==> src/rtl/fifo_scoreboard_if.sv <==
// fifo_scoreboard_if: DUT-side strobes/data plus the scoreboard's status outputs
// Signals: clr, wq, rq, wr_data, fo_data (master -> slave);
// level, exp_data, mismatch, overflow, underflow, error, err_sticky, err_cnt,
// first_idx, first_exp, first_act (slave -> master)
interface fifo_scoreboard_if #(
  parameter int DATA_W = 8,
  parameter int PTR_W  = 4,
  parameter int CNT_W  = 8
);
  logic                    clr;
  logic                    wq;
  logic                    rq;
  logic [DATA_W-1:0]       wr_data;
  logic [DATA_W-1:0]       fo_data;
  logic [PTR_W:0]          level;
  logic [DATA_W-1:0]       exp_data;
  logic                    mismatch;
  logic                    overflow;
  logic                    underflow;
  logic                    error;
  logic                    err_sticky;
  logic [CNT_W-1:0]        err_cnt;
  logic [PTR_W+CNT_W-1:0]  first_idx;
  logic [DATA_W-1:0]       first_exp;
  logic [DATA_W-1:0]       first_act;
  modport master (
    output clr, wq, rq, wr_data, fo_data,
    input  level, exp_data, mismatch, overflow, underflow, error, err_sticky, err_cnt,
           first_idx, first_exp, first_act
  );
  modport slave (
    input  clr, wq, rq, wr_data, fo_data,
    output level, exp_data, mismatch, overflow, underflow, error, err_sticky, err_cnt,
           first_idx, first_exp, first_act
  );
endinterface

==> src/rtl/fifo_scoreboard.sv <==
// fifo_scoreboard: reference-FIFO checker mirroring a DUT FIFO's writes/reads
// Ports: clk, rst (async, active-high), sb (fifo_scoreboard_if.slave):
//   clr sync clear; wq/rq/wr_data DUT strobes; fo_data DUT read data RD_LAT after rq;
//   level model occupancy; exp_data expected word of the compare just made (0 if none);
//   mismatch/overflow/underflow/error registered pulses; err_sticky; err_cnt saturating;
//   first_idx/first_exp/first_act first-mismatch capture (macro SB_FIRST_ERR_CAPTURE_EN)
// Build option: define SB_FIRST_ERR_CAPTURE_EN to build the first-mismatch capture registers.
module fifo_scoreboard #(
  parameter int DATA_W      = 8,
  parameter int PTR_W       = 4,
  parameter int RD_LAT      = 1,
  parameter int CNT_W       = 8,
  parameter int HALT_ON_ERR = 0
) (
  input logic              clk,
  input logic              rst,
  fifo_scoreboard_if.slave sb
);
  localparam int DEPTH = 1 << PTR_W;
  localparam int PL    = RD_LAT > 0 ? RD_LAT : 1;
  typedef enum logic {RUN, FAULT} state_t;
  state_t                 state_q, state_d;
  logic [DATA_W-1:0]      mem_q [DEPTH];
  logic [PTR_W:0]         wr_ptr_q, wr_ptr_d, rd_ptr_q, rd_ptr_d, lvl;
  logic [PL-1:0]          pv_q, pv_d;
  logic [DATA_W-1:0]      pd_q [PL];
  logic [DATA_W-1:0]      pd_d [PL];
  logic [DATA_W-1:0]      head, cmp_exp, exp_q, exp_d;
  logic                   run, full, empty, push, pop, cmp_v, mis, ovf, unf;
  logic                   mis_q, ovf_q, unf_q, err_q, sticky_q, sticky_d;
  logic [CNT_W-1:0]       cnt_q, cnt_d;
  logic [CNT_W:0]         cnt_sum;
  logic [PTR_W+CNT_W-1:0] ridx_q, ridx_d;
  always_comb begin
    lvl     = wr_ptr_q - rd_ptr_q;
    full    = lvl == {1'b1, {PTR_W{1'b0}}};
    empty   = lvl == '0;
    // clr pre-empts this cycle's events so nothing is counted on the clearing edge
    run     = state_q == RUN && !sb.clr;
    head    = mem_q[rd_ptr_q[PTR_W-1:0]];
    // read is ordered before write: a read on an empty model never sees the same-cycle write
    pop     = run && sb.rq && !empty;
    push    = run && sb.wq && (!full || sb.rq);
    unf     = run && sb.rq && empty;
    ovf     = run && sb.wq && full && !sb.rq;
    cmp_v   = RD_LAT == 0 ? pop : pv_q[PL-1];
    cmp_exp = RD_LAT == 0 ? head : pd_q[PL-1];
    mis     = run && cmp_v && sb.fo_data != cmp_exp;
    pv_d    = pv_q;
    pd_d    = pd_q;
    if (state_q == RUN) begin
      pv_d[0] = pop;
      pd_d[0] = head;
      for (int i = 1; i < PL; i++) begin
        pv_d[i] = pv_q[i-1];
        pd_d[i] = pd_q[i-1];
      end
    end
    if (sb.clr) pv_d = '0;
    wr_ptr_d = sb.clr ? '0 : wr_ptr_q + (PTR_W+1)'(push);
    rd_ptr_d = sb.clr ? '0 : rd_ptr_q + (PTR_W+1)'(pop);
    ridx_d   = sb.clr ? '0 : ridx_q + (PTR_W+CNT_W)'(run && cmp_v);
    cnt_sum  = {1'b0, cnt_q} + (CNT_W+1)'({1'b0, mis} + {1'b0, ovf} + {1'b0, unf});
    cnt_d    = sb.clr ? '0 : cnt_sum[CNT_W] ? '1 : cnt_sum[CNT_W-1:0];
    sticky_d = !sb.clr && (sticky_q || mis || ovf || unf);
    exp_d    = run && cmp_v ? cmp_exp : '0;
    state_d  = sb.clr ? RUN : (HALT_ON_ERR != 0 && (mis || ovf || unf)) ? FAULT : state_q;
  end
  always_ff @(posedge clk or posedge rst) begin
    if (rst) begin
      state_q  <= RUN;
      wr_ptr_q <= '0;
      rd_ptr_q <= '0;
      pv_q     <= '0;
      for (int i = 0; i < PL; i++) pd_q[i] <= '0;
      ridx_q   <= '0;
      cnt_q    <= '0;
      sticky_q <= 1'b0;
      exp_q    <= '0;
      mis_q    <= 1'b0;
      ovf_q    <= 1'b0;
      unf_q    <= 1'b0;
      err_q    <= 1'b0;
    end else begin
      state_q  <= state_d;
      wr_ptr_q <= wr_ptr_d;
      rd_ptr_q <= rd_ptr_d;
      pv_q     <= pv_d;
      for (int i = 0; i < PL; i++) pd_q[i] <= pd_d[i];
      ridx_q   <= ridx_d;
      cnt_q    <= cnt_d;
      sticky_q <= sticky_d;
      exp_q    <= exp_d;
      mis_q    <= mis;
      ovf_q    <= ovf;
      unf_q    <= unf;
      err_q    <= mis || ovf || unf;
    end
  end
  always_ff @(posedge clk) begin
    if (push) mem_q[wr_ptr_q[PTR_W-1:0]] <= sb.wr_data;
  end
  assign sb.level      = lvl;
  assign sb.exp_data   = exp_q;
  assign sb.mismatch   = mis_q;
  assign sb.overflow   = ovf_q;
  assign sb.underflow  = unf_q;
  assign sb.error      = err_q;
  assign sb.err_sticky = sticky_q;
  assign sb.err_cnt    = cnt_q;
`ifdef SB_FIRST_ERR_CAPTURE_EN
  logic                   cap_q, cap_d;
  logic [PTR_W+CNT_W-1:0] fidx_q, fidx_d;
  logic [DATA_W-1:0]      fexp_q, fexp_d, fact_q, fact_d;
  always_comb begin
    cap_d  = cap_q || mis;
    fidx_d = fidx_q;
    fexp_d = fexp_q;
    fact_d = fact_q;
    if (mis && !cap_q) begin
      fidx_d = ridx_q;
      fexp_d = cmp_exp;
      fact_d = sb.fo_data;
    end
    if (sb.clr) begin
      cap_d  = 1'b0;
      fidx_d = '0;
      fexp_d = '0;
      fact_d = '0;
    end
  end
  always_ff @(posedge clk or posedge rst) begin
    if (rst) begin
      cap_q  <= 1'b0;
      fidx_q <= '0;
      fexp_q <= '0;
      fact_q <= '0;
    end else begin
      cap_q  <= cap_d;
      fidx_q <= fidx_d;
      fexp_q <= fexp_d;
      fact_q <= fact_d;
    end
  end
  assign sb.first_idx = fidx_q;
  assign sb.first_exp = fexp_q;
  assign sb.first_act = fact_q;
`else
  assign sb.first_idx = '0;
  assign sb.first_exp = '0;
  assign sb.first_act = '0;
`endif
endmodule

==> src/flat_wrapper.sv <==
// flat-port wrapper written by rule: the top's interface ports become plain ports
module fifo_scoreboard_flat 
#(
  parameter int DATA_W      = 8,
  parameter int PTR_W       = 4,
  parameter int RD_LAT      = 1,
  parameter int CNT_W       = 8,
  parameter int HALT_ON_ERR = 0
)
  (clk, rst, sb_clr, sb_wq, sb_rq, sb_wr_data, sb_fo_data, sb_level, sb_exp_data, sb_mismatch, sb_overflow, sb_underflow, sb_error, sb_err_sticky, sb_err_cnt, sb_first_idx, sb_first_exp, sb_first_act);
  fifo_scoreboard_if #(.DATA_W(DATA_W), .PTR_W(PTR_W), .CNT_W(CNT_W)) sb_i ();
  input logic clk;
  input logic rst;
  input wire logic [$bits(sb_i.clr)-1:0] sb_clr;
  input wire logic [$bits(sb_i.wq)-1:0] sb_wq;
  input wire logic [$bits(sb_i.rq)-1:0] sb_rq;
  input wire logic [$bits(sb_i.wr_data)-1:0] sb_wr_data;
  input wire logic [$bits(sb_i.fo_data)-1:0] sb_fo_data;
  output wire logic [$bits(sb_i.level)-1:0] sb_level;
  output wire logic [$bits(sb_i.exp_data)-1:0] sb_exp_data;
  output wire logic [$bits(sb_i.mismatch)-1:0] sb_mismatch;
  output wire logic [$bits(sb_i.overflow)-1:0] sb_overflow;
  output wire logic [$bits(sb_i.underflow)-1:0] sb_underflow;
  output wire logic [$bits(sb_i.error)-1:0] sb_error;
  output wire logic [$bits(sb_i.err_sticky)-1:0] sb_err_sticky;
  output wire logic [$bits(sb_i.err_cnt)-1:0] sb_err_cnt;
  output wire logic [$bits(sb_i.first_idx)-1:0] sb_first_idx;
  output wire logic [$bits(sb_i.first_exp)-1:0] sb_first_exp;
  output wire logic [$bits(sb_i.first_act)-1:0] sb_first_act;
  assign sb_i.clr = sb_clr;
  assign sb_i.wq = sb_wq;
  assign sb_i.rq = sb_rq;
  assign sb_i.wr_data = sb_wr_data;
  assign sb_i.fo_data = sb_fo_data;
  assign sb_level = sb_i.level;
  assign sb_exp_data = sb_i.exp_data;
  assign sb_mismatch = sb_i.mismatch;
  assign sb_overflow = sb_i.overflow;
  assign sb_underflow = sb_i.underflow;
  assign sb_error = sb_i.error;
  assign sb_err_sticky = sb_i.err_sticky;
  assign sb_err_cnt = sb_i.err_cnt;
  assign sb_first_idx = sb_i.first_idx;
  assign sb_first_exp = sb_i.first_exp;
  assign sb_first_act = sb_i.first_act;
  fifo_scoreboard #(.DATA_W(DATA_W), .PTR_W(PTR_W), .RD_LAT(RD_LAT), .CNT_W(CNT_W), .HALT_ON_ERR(HALT_ON_ERR)) u_core (.clk(clk), .rst(rst), .sb(sb_i));
endmodule
==> config.mk <==
export PLATFORM = sky130hd
export DESIGN_NAME = fifo_scoreboard_flat
export DESIGN_NICKNAME = d
export VERILOG_FILES = /design/src/rtl/fifo_scoreboard_if.sv /design/src/rtl/fifo_scoreboard.sv /design/src/flat_wrapper.sv
export SDC_FILE = /design/constraint.sdc
export NUM_CORES = 1
export LEC_CHECK = 0
export BUFFER_PORTS_ARGS = -buffer_cell sky130_fd_sc_hd__buf_2
export CAP_MARGIN = 25
export CORE_ASPECT_RATIO = 1.75
export CORE_MARGIN = 1.5
export CORE_UTILIZATION = 35
export DETAILED_ROUTE_END_ITERATION = 16
export HOLD_SLACK_MARGIN = 0.12
export PLACE_DENSITY = 0.59
export SYNTH_ARGS = -nofsm -noshare
export SYNTH_HDL_FRONTEND = slang
export SYNTH_SLANG_ARGS = --single-unit
==> constraint.sdc <==
create_clock -name clk -period 8.2 [get_ports clk]
set_input_delay 1.64 -clock clk [delete_from_list [all_inputs] [get_ports clk]]
set_output_delay 1.64 -clock clk [all_outputs]
set_load 0.01 [all_outputs]
Word level (Yosys, flattened, before mapping)
Memories as Yosys holds them, arrays and structs flattened. A register that Yosys moved wholly into a read port is not among the register bits.
Index checks and enable logic that the tools add are counted.
W data, S select, Z words.
{"block": "classes", "addsub": 6, "eq_ne": 2, "n_mux": 8, "n_reduce_logical": 21}
{"cell": "$mux W8", "count": 3}
{"cell": "$add A5 B1 Y5", "count": 2}
{"cell": "$logic_and A1 B1 Y1", "count": 10}
{"cell": "$mux W5", "count": 2}
{"cell": "$add A8 B9 Y9", "count": 1}
{"cell": "$add A9 B1 Y9", "count": 1}
{"cell": "$ne A8 B8 Y1", "count": 1}
{"cell": "$logic_or A1 B1 Y1", "count": 6}
{"cell": "$eq A5 B5 Y1 const B", "count": 1}
{"cell": "$logic_not A5 Y1", "count": 1}
{"cell": "$sub A5 B5 Y5", "count": 1}
{"cell": "$logic_not A1 Y1", "count": 4}
{"cell": "$mux W1", "count": 3}
{"cell": "$add A1 B1 Y2", "count": 1}
{"block": "word_totals", "register_bits": 32, "mem_bits_rw": 128, "inputBits": 21, "output_inout_bits": 54, "word_cells": 48, "n_memories": 1}
{"memory": "u_core.mem_q", "words": 16, "width": 8, "rd": 1, "rd_ports_with_merged_regs": 1, "write_ports": 1, "line_no": "fifo_scoreboard.sv:23", "rtl": "logic [DATA_W-1:0] mem_q [DEPTH];"}

Logic depth before layout (Yosys ltp)
Gate-level depths: netlist (run 1).
{"block": "logic_depth", "depth_word": 9, "ltp_mapped": 15, "mapped_depth_nobuf": 15}

Worst setup path before layout (run 1)
Ideal clock, no wire load.
{"block": "synth_path", "path_kind": "reg-to-reg", "startpoint": "reg u_core.wr_ptr_q[1]", "endpoint": "reg u_core.cnt_q[0], in the netlist u_core.sb.err_cnt[0]", "setup_time_ns": 0.078, "arrival_time_ns": 3.943, "required_time_ns": 8.122, "slack_ns": 4.179, "path_stages_with_launch": 15, "path_buffers": 1, "synth_period_minus_slack_ns": 4.021, "path_cell_list": "dfrtp_1 > clkbuf_1 > inv_1 > fa_1 > inv_1 > nor4_2 > mux2i_2 > or4_4 > ha_1 > inv_1 > fa_1 > fa_1 > nor2_1 > nand3_1 > a21oi_1"}
{"block": "synth_between", "elab_chain_len": 9, "elab_cells_between_ends": 11, "classes_between": "add/sub: 4; eq/ne: 1; mux: 2; reduce/logical: 4"}
{"element": "start: declaration", "line_no": "fifo_scoreboard.sv:24", "rtl": "logic [PTR_W:0] wr_ptr_q, wr_ptr_d, rd_ptr_q, rd_ptr_d, lvl;"}
{"element": "start signal: assignment", "line_no": "fifo_scoreboard.sv:86", "rtl": "wr_ptr_q <= wr_ptr_d;"}
{"element": "$sub A5 B5 Y5 (*)", "line_no": "fifo_scoreboard.sv:35", "rtl": "lvl = wr_ptr_q - rd_ptr_q;"}
{"element": "via sb_level[1]", "line_no": "flat_wrapper.sv:19", "rtl": "output wire logic [$bits(sb_i.level)-1:0] sb_level;"}
{"element": "$eq A5 B5 Y1", "line_no": "fifo_scoreboard.sv:36", "rtl": "full = lvl == {1'b1, {PTR_W{1'b0}}};"}
{"element": "$logic_and A1 B1 Y1 (2 in series)", "line_no": "fifo_scoreboard.sv:45", "rtl": "ovf = run && sb.wq && full && !sb.rq;"}
{"element": "$add A1 B1 Y2", "line_no": "fifo_scoreboard.sv:63", "rtl": "cnt_sum = {1'b0, cnt_q} + (CNT_W+1)'({1'b0, mis} + {1'b0, ovf} + {1'b0, unf});"}
{"element": "$add A9 B1 Y9 (*)", "line_no": "fifo_scoreboard.sv:63"}
{"element": "$add A8 B9 Y9 (*)", "line_no": "fifo_scoreboard.sv:63"}
{"element": "$mux W8 (*) (2 in series)", "line_no": "fifo_scoreboard.sv:64", "rtl": "cnt_d = sb.clr ? '0 : cnt_sum[CNT_W] ? '1 : cnt_sum[CNT_W-1:0];"}
{"element": "via u_core.cnt_d[0]", "line_no": "fifo_scoreboard.sv:31", "rtl": "logic [CNT_W-1:0] cnt_q, cnt_d;"}
{"element": "end signal: assignment", "line_no": "fifo_scoreboard.sv:91", "rtl": "cnt_q <= cnt_d;"}
{"element": "end: declaration", "line_no": "fifo_scoreboard.sv:31"}
Mark *: on every way through the listed nets, which the timed path passes. The rest lies on a longest branch.

Worst setup path after layout (run 1)
{"block": "layout_path", "startpoint": "reg u_core.rd_ptr_q[0]", "endpoint": "reg u_core.cnt_q[2], in the netlist u_core.sb.err_cnt[2]"}
{"block": "layout_between", "elab_chain_len": 9, "elab_cells_between_ends": 11, "classes_between": "add/sub: 4; eq/ne: 1; mux: 2; reduce/logical: 4"}
{"element": "start: declaration", "line_no": "fifo_scoreboard.sv:24"}
{"element": "start signal: assignment", "line_no": "fifo_scoreboard.sv:87", "rtl": "rd_ptr_q <= rd_ptr_d;"}
{"element": "$sub A5 B5 Y5 (*)", "line_no": "fifo_scoreboard.sv:35"}
{"element": "$eq A5 B5 Y1", "line_no": "fifo_scoreboard.sv:36"}
{"element": "$logic_and A1 B1 Y1 (2 in series)", "line_no": "fifo_scoreboard.sv:45"}
{"element": "$add A1 B1 Y2", "line_no": "fifo_scoreboard.sv:63"}
{"element": "$add A9 B1 Y9 (*)", "line_no": "fifo_scoreboard.sv:63"}
{"element": "$add A8 B9 Y9 (*)", "line_no": "fifo_scoreboard.sv:63"}
{"element": "$mux W8 (*) (2 in series)", "line_no": "fifo_scoreboard.sv:64"}
{"element": "via u_core.cnt_d[2]", "line_no": "fifo_scoreboard.sv:31"}
Marked as above.

==> metrics.txt, run 1 <==
Layout Nets 547; WP buf/inv 3; Synth cell types 45; EDFF count, synth approximately 130; CP most frequent cell fa_1; Post-CTS Resized 0; via count 3834; static leakage 3.09 nW; Total GRT Usage 14.4%; Sum Neg Setup Slack 0 ns; Peak VDD IR approximately 0.16 mV; Tot Pwr 1.99 mW; grt ovf 0; Crit path depth 14; outcome complete, no violations; Final HPWL DP 9990 um; diodes inserted 0; final core occ 41.5%; post-CTS setup repair buffer count 0; Crit path arrival time 5.06 ns; Clock Path Buffers 2; final worst-path setup slack 3.49 ns; port buffer count between 40 and 50; DRT iter0 DRCs 267; worst endpoint required time roughly 8.6 ns; cells along the critical path buf_4 -> ha_1 -> fa_1 -> inv_1 -> nor4_2 -> mux2i_2 -> or4_4 -> ha_1 -> inv_1 -> fa_1 -> fa_1 -> nor2_1 -> nand3_1 -> a21oi_1; Pint 1.49 mW; count of pins over their slew limit 0; min Tclk post-route 4.71 ns; Seq/Total Area, Yosys 67.9%; Post-synth ARST share between 20% and 30%; non-filler cells, final 770; Post-Place Cells 737; TritonCTS clock tree yes; RR Endpoint u_core.sb.err_cnt[2]$_DFF_PP0_; post-DR vias/cell ~5.0; Yosys reg bits 168; CTS Sinks 168; first-pass GRT wire length ~23000 um; final setup vio count 0; Avg WL per Cell approximately 19 um; first drt pass iteration count 5; Setup crit end kind register; clock root buffer clkbuf_16; Yosys Warn Count 0; Max Cap Viol 0; Sw Share 25.2%; initial core utilization a little over a third; Crit-path slowest cell or4_4; # DRC 0; period utilisation layout 57.5%; Post-synth top flop edfxtp_1; IO Count 75; fraction of layout cells with a size suffix above 1 24.0%; Post-DRT Antenna Nets 0; Setup CP Type reg2reg; Worst setup endpoint u_core.sb.err_cnt[2]$_DFF_PP0_; Die Width 111 um; number of global-route vias before repair 4056; Worst-Margin Slew 0.907 ns; placer congestion estimate 0.793; Max-slew headroom 39.2%; Die Area 0.0213 sq mm; critical path peak fanout 50; Comb pwr share 13.1%; Peak Freq 0.212 GHz; Rows a little under 70; final hold violations 0; Crit Reg-Reg Startpoint u_core.rd_ptr_q[0]$_DFF_PP0_; R2R setup slack 3.49 ns; core area 0.0198 sq mm; chip height between 150 and 200 um; Worst setup SP type register; Pwr Density 242 mW/mm^2; largest stage delay on the critical path 0.56 ns; switching power of the nets 0.502 mW; synth-to-layout area growth 15.2%; worst r2r path cells 14; clock power share 38.7%; clock-pin slew on the worst setup and hold paths 0.07 ns; RSZ-0062 raised after global routing no; clock skew between 0.008 and 0.009 ns; Syn Area/Cell about 16 sq um; worst slack, placed around 3.4 ns; largest net degree at the start of global routing 51; Critical Path Source u_core.rd_ptr_q[0]$_DFF_PP0_; H-tree depth 4; cts bufs inserted 17; final wirelength 14400 um; Tightest Hold Check Type reg2reg; initial antenna violation count 0; Clock Latency Late Sink 0.43 ns; critical path's top delay family adder cells; Mapped Area between 0.007 and 0.008 sq mm; Syn Inst Count 450; sequential power share between 40% and 50%; CTS Hold Buffers Added 0
## cell type report
cell class | instances | area (sq um)
clock inverters | 13 | 98.8
inverters | 20 | 75.1
flip-flops and latches | 168 | 4850
multi-input cells | 243 | 2050
clock buffers | 19 | 475
fillers | 1740 | 11600
repair buffers | 62 | 370
well taps | 245 | 307
## placed cells by master (no fill, tap or decap), types with 3 or more instances in the layout
master	Yosys	layout
nor3_1	4	3
nand2_1	18	18
buf_4	31	15
nor2b_1	6	6
nor4_1	10	10
a22oi_1	7	7
inv_1	19	19
a21oi_1	9	9
dfrtp_1	40	39
clkbuf_16	0	19
buf_2	4	46
inv_4	0	4
edfxtp_1	128	128
mux4_2	16	16
nor2_1	17	17
nor3b_2	0	3
fa_1	3	3
and2_1	8	8
ha_1	11	11
xnor2_1	6	6
a221oi_1	16	16
inv_6	0	7
nand3_1	5	5
o21ai_0	7	7
conb_1	1	28
xor2_1	15	15
mux2i_1	33	33
## synth_stat cells (4+ instances only)
cell type,count,share of area [%]
a21oi_1,9,0.63
a221oi_1,16,2.0
a22oi_1,7,0.74
and2_1,8,0.70
buf_2,4,0.28
buf_4,31,3.3
clkbuf_1,8,0.42
dfrtp_1,40,14
edfxtp_1,128,54
ha_1,11,1.9
inv_1,19,1.0
mux2i_1,33,4.6
mux4_2,16,5.1
nand2_1,18,0.95
nand3_1,5,0.35
nor2_1,17,0.89
nor2b_1,6,0.53
nor3_1,4,0.28
nor4_1,10,0.88
o21ai_0,7,0.49
xnor2_1,6,0.74
xor2_1,15,1.8
## worst reg2reg max path: stages (launching register included)
cell     delay, ns
dfrtp_2       0.39
buf_4         0.39
ha_1          0.41
fa_1          0.52
inv_1         0.07
nor4_2        0.29
mux2i_2       0.17
or4_4         0.56
ha_1          0.30
inv_1         0.05
fa_1          0.40
fa_1          0.47
nor2_1        0.17
nand3_1       0.22
a21oi_1       0.20
## worst min path at each step
stage                                            from  cells after the start                              end  slack, ns
after floorplan           u_core.cmp_exp[0]$_DFF_PP0_                      1  u_core.sb.exp_data[0]$_DFF_PP0_       0.47
after CTS                 u_core.cmp_exp[5]$_DFF_PP0_                      1  u_core.sb.exp_data[5]$_DFF_PP0_       0.51
after global placement    u_core.cmp_exp[5]$_DFF_PP0_                      1  u_core.sb.exp_data[5]$_DFF_PP0_       0.49
after detailed placement  u_core.cmp_exp[5]$_DFF_PP0_                      1  u_core.sb.exp_data[5]$_DFF_PP0_       0.49
after global routing      u_core.cmp_exp[5]$_DFF_PP0_                      1  u_core.sb.exp_data[5]$_DFF_PP0_       0.53
final                     u_core.cmp_exp[5]$_DFF_PP0_                      1  u_core.sb.exp_data[5]$_DFF_PP0_       0.50
## state kept, by name, indices dropped and copies added, names as in the netlist
signal,count
u_core.sb.exp_data,8
u_core.sb.mismatch,1
u_core.cmp_v,1
u_core.mem_q,128
u_core.sb.err_cnt,8
u_core.sb.overflow,1
u_core.rd_ptr_q,5
u_core.sb.err_sticky,1
u_core.sb.error,1
u_core.wr_ptr_q,5
u_core.sb.underflow,1
u_core.cmp_exp,8
## kinds of logic (layout without fill, tap and decap cells)
logic type | after synthesis | count (layout) | share of synthesized area, %
mux | 50 | 50 | 9.88
other cells | 1 | 28 | 0.0526
xor+xnor | 22 | 22 | 2.81
flops | 168 | 168 | 67.9
compound gates | 47 | 47 | 5.05
simple gates | 82 | 82 | 6.24
buf+inv | 66 | 114 | 5.28
fa+ha+maj | 14 | 14 | 2.77
## per-layer routing
layer / GRT usage (%) / routed length [um] / up-vias
met5: 0 / 0 / -
met4: 8.09 / 497 / 0
met3: 3.53 / 672 / 22
met2: 26.9 / 8000 / 122
met1: 14.5 / 5200 / 1920
li1: - / - / 1770
## power groups by stage
stage / logic [mW] / registers (mW) / clock network, mW
final: 0.261 / 0.959 / 0.770
after global routing: 0.289 / 0.962 / 0.821
after CTS: 0.264 / 0.962 / 0.790
after detailed placement: 0.264 / 0.980 / 0
after global placement: 0.259 / 0.979 / 0
after floorplan: 0.195 / 0.981 / 0
## per-stage QoR
| stage | instance area, sq um | hold slack, ns |
|---|---|---|
| 3_3_place_gp | 7620 | 0.490 |
| 2_1_floorplan | 7230 | 0.474 |
| 6_report | 8220 | 0.499 |
| 4_1_cts | 8190 | 0.505 |
| 3_5_place_dp | 7620 | 0.489 |
| 5_1_grt | 8220 | 0.527 |
Note: power is estimated with default switching activity, not from simulation.
==> inputs of run 2 (changes only) <==
==> constraint.sdc (replaced) <==
create_clock -name clk -period 4.5 [get_ports clk]
set_input_delay 0.9 -clock clk [delete_from_list [all_inputs] [get_ports clk]]
set_output_delay 0.9 -clock clk [all_outputs]
set_load 0.01 [all_outputs]
==> metrics.txt, run 2 (synthesis results as in run 1) <==
worst endpoint required time 4.84 ns; final wirelength 14600 um; Post-CTS Resized 0; static leakage 3.17 nW; Setup CP Type reg2reg; H-tree depth 4; CTS Hold Buffers Added 0; first drt pass iteration count 4; via count between 3k and 4k; Clock Latency Late Sink around 0.42 ns; post-DR vias/cell approximately 5; final hold violations 0; WP buf/inv 3; TritonCTS clock tree yes; Layout Nets 559; port buffer count 46; clock-pin slew on the worst setup and hold paths 0.07 ns; number of flip-flops in the largest register 128; Worst-Margin Slew roughly 1.0 ns; placer congestion estimate 0.872; Post-Place Cells 750; first-pass GRT wire length around 23000 um; CTS Sinks 168; Avg WL per Cell 18.7 um; Crit-path slowest cell or4_4; Peak Freq 0.235 GHz; critical path's top delay family adder cells; # DRC 0; initial core utilization 36.0%; Crit path arrival time between 4 and 5 ns; core area around 0.020 sq mm; Max-slew headroom between 30 and 40%; synth-to-layout area growth 16.5%; cells along the critical path inv_1 -> ha_1 -> fa_1 -> inv_1 -> nor4_2 -> mux2i_2 -> or4_4 -> ha_1 -> inv_1 -> fa_1 -> fa_1 -> nor2_1 -> nand3_1 -> a21oi_1; Setup crit end kind register; commonest non-fill, non-tap cells in the layout edfxtp_1, buf_2, dfrtp_1, mux2i_1, conb_1; critical path peak fanout 6; non-filler cells, final ~780; grt ovf 0; number of global-route vias before repair just over 4k; Die Width 111 um; clock skew 0.00871 ns; Max Cap Viol 0; IO Count 75; min Tclk post-route between 4 and 5 ns; Sum Neg Setup Slack 0 ns; Post-DRT Antenna Nets 0; Tightest Hold Check Type reg2reg; post-CTS setup repair buffer count 0; cts bufs inserted 17; chip height 192 um; Peak VDD IR between 0.2 and 0.3 mV; Die Area 0.0213 sq mm; period utilisation layout a little over nine tenths; count of pins over their slew limit 0; largest net degree at the start of global routing 50; fraction of layout cells with a size suffix above 1 25.0%; most common cell after layout, fill and taps aside edfxtp_1; initial antenna violation count 0; clock root buffer clkbuf_16; Total GRT Usage 14.5%; RSZ-0062 raised after global routing no; outcome complete, no violations; final setup vio count 0; largest stage delay on the critical path 0.56 ns; Final HPWL DP 10400 um; Clock Path Buffers 2; Rows 68; diodes inserted 0; Worst setup SP type register; Pwr Density 441 mW/mm^2; DRT iter0 DRCs 269
==> run 2: routing by layer <==
metal	track usage [%]	part of all wire [%]
met1	14.1	36
met2	27.9	57
met3	3.57	4.5
met4	7.30	2.8
met5	0	0
==> run 2: worst paths after layout <==
kind	startpoint	to	slack [ns]	depth (start not counted)
max in group asynchronous	rst	u_core.sb.err_cnt[6]$_DFF_PP0_	3.34	3
max reg2reg	u_core.wr_ptr_q[0]$_DFF_PP0_	u_core.sb.err_cnt[5]$_DFF_PP0_	0.24	14
min	u_core.cmp_exp[5]$_DFF_PP0_	u_core.sb.exp_data[5]$_DFF_PP0_	0.51	1
max	u_core.wr_ptr_q[0]$_DFF_PP0_	u_core.sb.err_cnt[5]$_DFF_PP0_	0.24	14
min reg2reg	u_core.cmp_exp[5]$_DFF_PP0_	u_core.sb.exp_data[5]$_DFF_PP0_	0.51	1
min in group asynchronous	rst	u_core.sb.exp_data[3]$_DFF_PP0_	0.55	2
==> run 2: power by group <==
group          switching (mW)  total [mW]  internal (mW)
combinational           0.272       0.483          0.211
sequential             0.0235        1.75           1.72
clock                   0.638        1.44          0.799
==> run 2: cell type report <==
class	instances	area [sq um]
Multi-Input combinational cell	243	2030
Clock inverter	13	124
Inverter	20	75.1
Sequential cell	168	4850
Tap cell	245	307
Timing Repair Buffer	74	460
Fill cell	1764	11500
Clock buffer	19	475
==> run 2: metrics by stage <==
stage | util, % | power (mW) | cell area [sq um] | setup slack, ns | hold WS (ns)
after floorplan | - | 2.14 | 7230 | 0.479 | 0.474
after global placement | 38.8 | 2.26 | 7690 | 0.389 | 0.482
after detailed placement | 38.9 | 2.27 | 7710 | 0.259 | 0.495
after CTS | 41.9 | 3.71 | 8310 | 0.234 | 0.510
after global routing | 41.9 | 3.81 | 8310 | 0.0336 | 0.530
final | 41.9 | 3.67 | 8310 | 0.244 | 0.507
==> inputs of run 3 (changes only) <==
==> constraint.sdc (replaced) <==
create_clock -name clk -period 3.95 [get_ports clk]
set_input_delay 0.79 -clock clk [delete_from_list [all_inputs] [get_ports clk]]
set_output_delay 0.79 -clock clk [all_outputs]
set_load 0.01 [all_outputs]
==> metrics.txt, run 3 (synthesis results as in run 1) <==
outcome complete, no violations; clock skew ~0.014 ns; largest net degree at the start of global routing 50; most common cell after layout, fill and taps aside edfxtp_1; count of pins over their slew limit 0; first-pass GRT wire length 22600 um; final hold violations 0; Layout Nets 567; Crit path arrival time 4.03 ns; synth-to-layout area growth 16.8%; Max Cap Viol 0; static leakage about 3.2 nW; initial core utilization between 30% and 40%; min Tclk post-route 3.74 ns; Area after DPL approximately 0.0077 sq mm; busiest layer in global routing met2; CP most frequent cell inv_1; port buffer count 46; IO Count 75; Die Area 0.0213 sq mm; Max-slew headroom 39.7%; met2 Use GR between 20% and 30%; clock-pin slew on the worst setup and hold paths 0.07 ns; number of global-route vias before repair 4030; Setup CP Type reg2reg; Avg WL per Cell around 19 um; H-tree depth 4; WP buf/inv 3; grt met3 use 2.71%; final wirelength between 10000 and 15000 um; post-route design area about 0.0083 sq mm; # DRC 0; critical path peak fanout 3; Die Width 111 um; Reg area 0.00485 sq mm; final setup vio count 0; Worst setup SP type register; RSZ-0062 raised after global routing no; chip height ~190 um; period utilisation layout 94.6%; Tightest Hold Check Type in2async; Worst-Margin Slew 0.904 ns; first drt pass iteration count 4; final worst-path setup slack 0.214 ns; via count 3911; cts bufs inserted 17; commonest non-fill, non-tap cells in the layout edfxtp_1, buf_2, dfrtp_1, buf_4, mux2i_1; Clock Latency Late Sink about 0.42 ns; Clock Path Buffers 2; grt ovf 0; Pwr Density 495 mW/mm^2; Peak VDD IR 0.310 mV; Peak Freq 0.268 GHz; post-DR vias/cell slightly below 5; Post-DRT Antenna Nets 0; clock root buffer clkbuf_16; Final HPWL DP 10100 um; number of flip-flops in the largest register approximately 130; worst endpoint required time 4.25 ns; fraction of layout cells with a size suffix above 1 27.0%; Total GRT Usage between 10% and 20%; multi-input logic area 0.00205 sq mm; Crit-path slowest cell fa_1; filler cell count 1796; CTS Hold Buffers Added 0; DRT iter0 DRCs 291; core area approximately 0.020 sq mm; diodes inserted 0; TritonCTS clock tree yes; placer congestion estimate 0.793; worst slack, placed -0.0315 ns; largest stage delay on the critical path 0.50 ns; met1 global-route usage around 15%; Rows 68; initial antenna violation count 0; CTS Sinks ~170; cells along the critical path ha_2 -> fa_1 -> inv_1 -> nor4_2 -> mux2i_2 -> or4_4 -> ha_1 -> inv_1 -> fa_2 -> inv_1 -> a21o_1 -> or3b_2 -> mux2i_1 -> nor2_1; critical path's top delay family adder cells; Setup crit end kind register
-- run 3: routing by layer --
| layer | vias to the layer above | share of wire [%] |
|---|---|---|
| li1 | 1806 | - |
| met1 | 1978 | 38 |
| met2 | 105 | 55 |
| met3 | 22 | 3.7 |
| met4 | 0 | 2.7 |
| met5 | - | 0 |
-- run 3: final cells by class --
cell class / instances / area share [%]
clock buffers: 18 / 5.15
well taps: 245 / 3.68
inverters: 20 / 0.901
clock inverters: 14 / 1.55
repair buffers: 82 / 6.01
flip-flops and latches: 168 / 58.2
multi-input cells: 243 / 24.6
-- run 3: what timing repair did --
action                                  4_1_cts  5_1_grt
pin swaps                                     1        3
endpoints found under the setup margin        8        8
resized for setup                             1        5
buffers inserted                              0        2
-- run 3: worst paths after layout --
path                                         startpoint                              end  slack [ns]  depth (start not counted)
max                        u_core.rd_ptr_q[0]$_DFF_PP0_   u_core.sb.err_cnt[7]$_DFF_PP0_        0.21                         14
min                                                 rst  u_core.sb.exp_data[4]$_DFF_PP0_        0.45                          2
max reg2reg                u_core.rd_ptr_q[0]$_DFF_PP0_   u_core.sb.err_cnt[7]$_DFF_PP0_        0.21                         14
min reg2reg                 u_core.cmp_exp[4]$_DFF_PP0_  u_core.sb.exp_data[4]$_DFF_PP0_        0.50                          1
max in group asynchronous                           rst     u_core.rd_ptr_q[0]$_DFF_PP0_        2.85                          3
min in group clk            u_core.cmp_exp[4]$_DFF_PP0_  u_core.sb.exp_data[4]$_DFF_PP0_        0.50                          1
-- run 3: where the power goes --
group,switching [mW],leakage [nW],internal [mW],total [mW]
Sequential,0.0251,1.69,1.96,1.99
Combinational,0.317,1.21,0.256,0.572
Clock,0.729,0.278,0.835,1.56
Total,1.07,3.18,3.05,4.12
-- run 3: per-stage QoR --
step | instances | TNS [ns] | util, % | power, mW | hold slack (ns)
final | 790 | 0 | 42.0 | 4.12 | 0.453
after global routing | 790 | 0 | 42.0 | 4.29 | 0.501
after CTS | 788 | 0 | 41.9 | 4.17 | 0.461
after detailed placement | 756 | -0.0621 | 39.0 | 2.60 | 0.489
after global placement | 756 | 0 | 39.0 | 2.59 | 0.487
after floorplan | 477 | 0 | - | 2.44 | 0.474
-- run 3: worst reg2reg max path: cells and delay by family (launching register included) --
family / cells / cell delay, ns
AOI/OAI and AO/OA: 1 / 0.15
DFF: 1 / 0.41
muxes: 2 / 0.27
adders and majority gates: 4 / 1.35
and+or+nand+nor: 4 / 1.25
buffers and inverters: 3 / 0.19
